## config.mk

```make
export PLATFORM = sky130hd
export DESIGN_NAME = branch_predictor
export DESIGN_NICKNAME = d
export VERILOG_FILES = /design/src/rtl/branch_predictor.sv
export SDC_FILE = /design/constraint.sdc
export NUM_CORES = 2
export LEC_CHECK = 0
export ABC_CLOCK_PERIOD_IN_PS = 14900
export CELL_PAD_IN_SITES_DETAIL_PLACEMENT = 1
export CELL_PAD_IN_SITES_GLOBAL_PLACEMENT = 1
export CORE_AREA = 2 2 636 638
export CTS_BUF_LIST = sky130_fd_sc_hd__clkbuf_4 sky130_fd_sc_hd__clkbuf_8
export CTS_CLUSTER_SIZE = 30
export DETAILED_ROUTE_END_ITERATION = 7
export DIE_AREA = 0 0 638 640
export PLACE_DENSITY = 0.49
export SYNTH_ARGS = -nofsm -noshare
export SYNTH_HDL_FRONTEND = slang
export SYNTH_SLANG_ARGS = --single-unit
```

## constraint.sdc

```tcl
create_clock -name clk -period 14.9 [get_ports clk]
set_input_delay 2.98 -clock clk [delete_from_list [all_inputs] [get_ports clk]]
set_output_delay 2.98 -clock clk [all_outputs]
set_load 0.01 [all_outputs]
```

## src/rtl/branch_predictor.sv

```systemverilog
// ----------------------------------------------------------------------------
// branch_predictor
//
// Dynamic branch predictor that replaces the static not-taken scheme.
// A direct-mapped BTB holds one entry per index. Each entry has a valid bit,
// a "jmp" flag for unconditional jumps, a tag, a target and a 2-bit
// saturating counter.
//
// The IF stage looks up the fetch PC combinationally and gets a predicted
// next PC back. The EX stage compares the resolved outcome with the
// prediction that travelled down the pipe with the instruction. On a
// mismatch it raises flush/flush_pc, and on the same clock edge it trains
// the table.
//
// Ports
//   clk, rst_n     clock and synchronous active-low reset
//   if_pc          PC being fetched
//   pred_taken     IF prediction: taken
//   pred_pc        IF predicted next PC
//   ex_valid       EX holds a real instruction
//   ex_npc_op      0=PC4, 1=BEQ, 2=JAL, 3=JALR
//   ex_br_taken    resolved outcome of the conditional branch
//   ex_pc          PC of the EX instruction
//   ex_target      resolved target address
//   ex_pred_taken  prediction carried with the instruction
//   ex_pred_pc     predicted next PC carried with the instruction
//   flush          squash IF/ID and redirect
//   flush_pc       redirect address
//   stat_br        resolved control instruction count
//   stat_miss      mispredict count
// ----------------------------------------------------------------------------
module branch_predictor #(
   parameter int         IDX_W     = 6,
   parameter int         TAG_W     = 8,
   parameter int         PRED_MODE = 1,
   parameter logic [1:0] CNT_RST   = 2'b01
) (
   input  logic        clk,
   input  logic        rst_n,
   input  logic [31:0] if_pc,
   output logic        pred_taken,
   output logic [31:0] pred_pc,
   input  logic        ex_valid,
   input  logic [1:0]  ex_npc_op,
   input  logic        ex_br_taken,
   input  logic [31:0] ex_pc,
   input  logic [31:0] ex_target,
   input  logic        ex_pred_taken,
   input  logic [31:0] ex_pred_pc,
   output logic        flush,
   output logic [31:0] flush_pc,
   output logic [31:0] stat_br,
   output logic [31:0] stat_miss
);

   localparam int         ENTRIES  = 1 << IDX_W;
   localparam logic [1:0] NPC_PC4  = 2'd0;
   localparam logic [1:0] NPC_BEQ  = 2'd1;
   localparam logic [1:0] NPC_JAL  = 2'd2;
   localparam logic [1:0] NPC_JALR = 2'd3;

   logic [ENTRIES-1:0] valid_q;
   logic [ENTRIES-1:0] jmp_q;
   logic [1:0]         cnt_q    [ENTRIES];
   logic [TAG_W-1:0]   tag_q    [ENTRIES];
   logic [31:0]        target_q [ENTRIES];

   logic [IDX_W-1:0] if_idx, ex_idx;
   logic [TAG_W-1:0] if_tag, ex_tag;
   logic             if_hit, ex_hit;
   logic             is_beq, is_jmp, is_ctrl;
   logic             act_taken, mispredict;
   logic [31:0]      act_pc, ex_pc4;
   logic             upd_en, alloc, beq_train, alias_inval;
   logic [1:0]       cnt_sat;

   // IF lookup. It reads only registered state, so a lookup in the same
   // cycle as an update sees the old entry. Reset and static mode both
   // force a miss.
   always_comb begin
      if_idx     = if_pc[IDX_W+1:2];
      if_tag     = if_pc[IDX_W+TAG_W+1:IDX_W+2];
      if_hit     = (PRED_MODE == 1) && rst_n && valid_q[if_idx] && (tag_q[if_idx] == if_tag);
      pred_taken = if_hit && (jmp_q[if_idx] || cnt_q[if_idx][1]);
      pred_pc    = pred_taken ? target_q[if_idx] : if_pc + 32'd4;
   end

   // EX resolution. A non-control instruction that was predicted taken
   // (a BTB alias) resolves to not-taken. The mispredict term then
   // redirects it to ex_pc+4.
   always_comb begin
      ex_pc4     = ex_pc + 32'd4;
      is_beq     = (ex_npc_op == NPC_BEQ);
      is_jmp     = (ex_npc_op == NPC_JAL) || (ex_npc_op == NPC_JALR);
      is_ctrl    = (ex_npc_op != NPC_PC4);
      act_taken  = is_jmp || (is_beq && ex_br_taken);
      act_pc     = act_taken ? ex_target : ex_pc4;
      mispredict = (act_taken != ex_pred_taken) || (act_taken && (ex_target != ex_pred_pc));
      flush      = rst_n && ex_valid && mispredict;
      flush_pc   = ex_valid ? act_pc : ex_pc4;
   end

   // Training decisions for the entry the EX instruction maps to. Taken
   // branches and jumps allocate over any occupant. Hits on BEQ only move
   // the counter (and the target when taken). Aliased non-control hits
   // drop the entry.
   always_comb begin
      ex_idx      = ex_pc[IDX_W+1:2];
      ex_tag      = ex_pc[IDX_W+TAG_W+1:IDX_W+2];
      ex_hit      = valid_q[ex_idx] && (tag_q[ex_idx] == ex_tag);
      upd_en      = rst_n && ex_valid && (PRED_MODE == 1);
      alloc       = upd_en && (is_jmp || (is_beq && !ex_hit && ex_br_taken));
      beq_train   = upd_en && is_beq && ex_hit;
      alias_inval = upd_en && (ex_npc_op == NPC_PC4) && ex_pred_taken && ex_hit;
      cnt_sat     = cnt_q[ex_idx];
      if (ex_br_taken && cnt_q[ex_idx] != 2'b11) begin
         cnt_sat = cnt_q[ex_idx] + 2'b01;
      end else if (!ex_br_taken && cnt_q[ex_idx] != 2'b00) begin
         cnt_sat = cnt_q[ex_idx] - 2'b01;
      end
   end

   // Control bits and statistics. Reset clears the valid/jmp/cnt bits and
   // the counters, and it takes priority over any update in the same cycle.
   always_ff @(posedge clk) begin
      if (!rst_n) begin
         for (int i = 0; i < ENTRIES; i++) begin
            valid_q[i] <= 1'b0;
            jmp_q[i]   <= 1'b0;
            cnt_q[i]   <= CNT_RST;
         end
         stat_br   <= 32'd0;
         stat_miss <= 32'd0;
      end else begin
         if (ex_valid) begin
            stat_br   <= stat_br + 32'(is_ctrl);
            stat_miss <= stat_miss + 32'(flush);
         end
         if (alloc) begin
            valid_q[ex_idx] <= 1'b1;
            jmp_q[ex_idx]   <= is_jmp;
            if (is_beq) begin
               cnt_q[ex_idx] <= 2'b10;
            end
         end else if (beq_train) begin
            cnt_q[ex_idx] <= cnt_sat;
         end else if (alias_inval) begin
            valid_q[ex_idx] <= 1'b0;
         end
      end
   end

   // Tag and target storage. Reset leaves these untouched. The alloc and
   // beq_train enables already include rst_n, so a reset cycle writes nothing.
   always_ff @(posedge clk) begin
      if (alloc) begin
         tag_q[ex_idx]    <= ex_tag;
         target_q[ex_idx] <= ex_target;
      end else if (beq_train && ex_br_taken) begin
         target_q[ex_idx] <= ex_target;
      end
   end

endmodule

```

==> metrics.yaml <==
crit_cells: 13
cts_setup_buffers: 0
insertion_delay_ps: 1190
rsz0062_at_grt: "no"
clock-skew-final_ps: 87.8
end_kind: "output pin"
dp_hpwl_um: 276000
synth_top_area_share_pct: 67.4
r2r_setup_slack_ps: 8990
viasPerCell: 5.44
comb_power_share_pct: 6.6
place_area_mm2: 0.130
finalNetCount: 7019
die_w_um: 638
setup_tns_ps: 0
irDropWorstVdd_v: 0.0000810
hold_viol: 0
yosys.area.top_type: "edfxtp_1"
hold-worst-slack_ps: 461
status: "completed"
p_sw_mw: 4.31
grt_max_degree: 105
fin_crit_ps: 12440
max_slew_margin_pct: 10.8
grt_pass1_wl_um: 632000
wire_per_inst_um: 37.0
met1_usage_pct: 29.9
arrival_ps: 9460
synthTopCellsByArea: "edfxtp_1 67%, mux4_2 17%, dfxtp_1 3.2%"
cts.sinks: 2880
dieArea_mm2: 0.408
cts_buffers: 528
cts_tree: "done"
synth_nets: 6385
use_met3_pct: 3.48
ctsHoldBuffers: 0
crit_slowest_cell: "nand4_1"
required_ps: 11920
num_vias: 68600
ys_seq_area_share_pct: 70.6
path_class: "primary input to output pin"
cts_buffer_depth: 4
routed_wl_um: 466000
pin_count: 265
p_clk_share_pct: 43.0
avgSynthCellArea_um2: 19.2
yosys_warnings: 0
r2r_cells: 13
met2_usage_pct: 37.7
synth_edf_count: 2688
fin_crit_sh_pct: 83.5
initial_core_util_pct: 29.9
portBuffers: 264
worstSetupStartpointType: "primary input"
max_freq_ghz: 0.0804
antenna_found_initial: 37
synthesis.area_mm2: 0.120
p_seq_share_pct: 50.4
startpoint: "if_pc[2]"
max_stage_delay_ps: 830
overflow: 0
drcViolationCount: 0
coreArea_mm2: 0.401
drtPass1Iterations: 5
grt.busiest_layer: "met2"
post-route-cell-area_mm2: 0.140
htree_levels: 6
p_leak_nw: 43.2
die_height_um: 640
path_clk_slew_ps: 50
pre_cts_ws_ps: 2360
path_buf_inv: 5
p_per_area_mw_per_mm2: 126
cts-root-buf: "clkbuf_8"
synthCells: 6242
worstPathMaxFanout: 56
path_delay_family: "buffers and inverters"
ys.flop_type: "edfxtp_1"
drive_gt1_share_pct: 31.8
crit_end: "pred_pc[11]"
ys_ff_latch: 2880
rows: 233
p_int_mw: 13.3
worstPathCellList: "buf_8 -> buf_4 -> buf_4 -> mux4_2 -> mux4_2 -> mux4_2 -> xnor2_1 -> nand2_1 -> nor3_1 -> nand4_1 -> buf_4 -> mux2_1 -> clkdlybuf4s50_1"
ant_nets: 0
tightestPinTransition_ps: 1340
setup_slack_ps: 2460
synth.distinct_cells: 79
grt_use_total_pct: 22.5
swShare_pct: 24.4
gp_congestion: 0.818
fill_cells: 39700
maxCapViolations: 0
cts-resized-gates: 0
first_global_vias: 72400
area_growth_pct: 17.0
hold_class: "flip-flop to flip-flop"
r2r_start: "tag_q[7][7]$_DFFE_PP_"
maxSlewViolCount: 0
reg2reg_to: "cnt_q[56][1]$_SDFFCE_PN0P_"
drt_iter0_drc: 6945
async_reset_ff_share_pct: 0
setup_viol: 0
-- synthesized netlist by cell type, types with 15 or more instances --
cell type  number
buf_1          67
a21oi_1       123
buf_2         105
mux2_2         27
xor2_1         65
edfxtp_1     2688
xnor2_1        83
and3_1         27
mux2_1         35
nand3_2        59
mux4_2        926
nand2_1       325
nand4_1        39
clkbuf_1      204
nor3_1         29
nand3_1        78
or3_1          33
a221oi_1       36
o22ai_1        56
o211ai_1       15
o21ai_0       205
a22oi_1        77
dfxtp_1       192
buf_4          23
o21a_1         17
nor2_1        318
mux2i_1       147
inv_1          20
-- routing by layer --
metal  wire, µm  vias to the layer above
li1           -                    27200
met1     195000                    38200
met2     229000                     2545
met3      26800                      614
met4      15500                        6
met5         34                        -
-- final cells by class --
type                            instances  area (µm²)  area share, %
Sequential cell                      2880       84600           60.3
Timing Repair Buffer                  521        4480           3.19
Antenna cell                           45         113         0.0803
Clock buffer                          723        8810           6.29
Clock inverter                        215        1500           1.07
Tap cell                             5287        6620           4.72
Multi-Input combinational cell       2921       34000           24.3
Inverter                               24        93.8         0.0669
-- worst min-delay path, cell delays in order, from the launching register on --
cell	delay, ps
dfxtp_1	300
nand2_1	60
mux2i_1	50
-- power by group through the flow --
stage / combinational [mW] / clock (mW) / sequential [mW]
2_1_floorplan: 0.595 / 0 / 9.05
3_3_place_gp: 1.16 / 0 / 9.06
3_5_place_dp: 1.18 / 0 / 9.06
4_1_cts: 1.18 / 7.77 / 8.89
5_1_grt: 1.21 / 8.10 / 8.89
6_report: 1.16 / 7.59 / 8.89
-- how the worst min path moves through the flow --
stage | startpoint | to | slack (ps) | cells past startpoint
6_report | jmp_q[35]$_SDFFE_PN0P_ | jmp_q[35]$_SDFFE_PN0P_ | 460 | 2
2_1_floorplan | jmp_q[11]$_SDFFE_PN0P_ | jmp_q[11]$_SDFFE_PN0P_ | 430 | 2
5_1_grt | jmp_q[23]$_SDFFE_PN0P_ | jmp_q[23]$_SDFFE_PN0P_ | 480 | 2
3_5_place_dp | jmp_q[11]$_SDFFE_PN0P_ | jmp_q[11]$_SDFFE_PN0P_ | 450 | 2
4_1_cts | jmp_q[1]$_SDFFE_PN0P_ | jmp_q[1]$_SDFFE_PN0P_ | 460 | 2
3_3_place_gp | jmp_q[8]$_SDFFE_PN0P_ | jmp_q[8]$_SDFFE_PN0P_ | 440 | 2
-- sequential cells by signal, summed over array words and instances (netlist names), named ones only --
name       flops
stat_miss     32
tag_q        512
stat_br       32
target_q    2048
jmp_q         64
cnt_q        128
-- kinds of logic after synthesis --
family	share of synthesized area (%)
multiplexers	19.2
AND/OR/NAND/NOR	4.02
AO/OA/AOI/OAI	3.34
flip-flops	70.6
buffers and inverters	1.69
XOR/XNOR	1.08
adder cells (fa/ha/maj)	0.0835
-- cells in the final DEF, fill, tap and decap left out, drive strengths merged, types with 9 or more instances in the layout --
| cell | count |
|---|---|
| edfxtp | 2688 |
| mux4 | 926 |
| clkbuf | 724 |
| nand2 | 325 |
| nor2 | 318 |
| buf | 307 |
| o21ai | 220 |
| clkdlybuf4s50 | 213 |
| dfxtp | 192 |
| clkinv | 158 |
| mux2i | 147 |
| nand3 | 137 |
| a21oi | 123 |
| xnor2 | 83 |
| a22oi | 77 |
| xor2 | 65 |
| mux2 | 63 |
| inv | 61 |
| o22ai | 56 |
| diode | 45 |
| nand4 | 39 |
| a221oi | 36 |
| or3 | 33 |
| nor3 | 30 |
| and3 | 27 |
| o21a | 17 |
| o211ai | 15 |
| a31oi | 14 |
| nand2b | 14 |
| a22o | 14 |
| nor2b | 12 |
| a211oi | 11 |
| bufinv | 10 |
| clkinvlp | 10 |
| and2 | 10 |
| and3b | 9 |
| nor3b | 9 |
-- per-stage QoR --
step | instances | utilization (%) | power [mW]
2_1_floorplan | 6242 | - | 9.65
3_3_place_gp | 11600 | 32.3 | 10.2
3_5_place_dp | 11600 | 32.3 | 10.2
4_1_cts | 12600 | 34.9 | 17.8
5_1_grt | 12600 | 34.9 | 18.2
6_report | 12600 | 34.9 | 17.6
No activity file was read; power rests on OpenSTA's default activity.
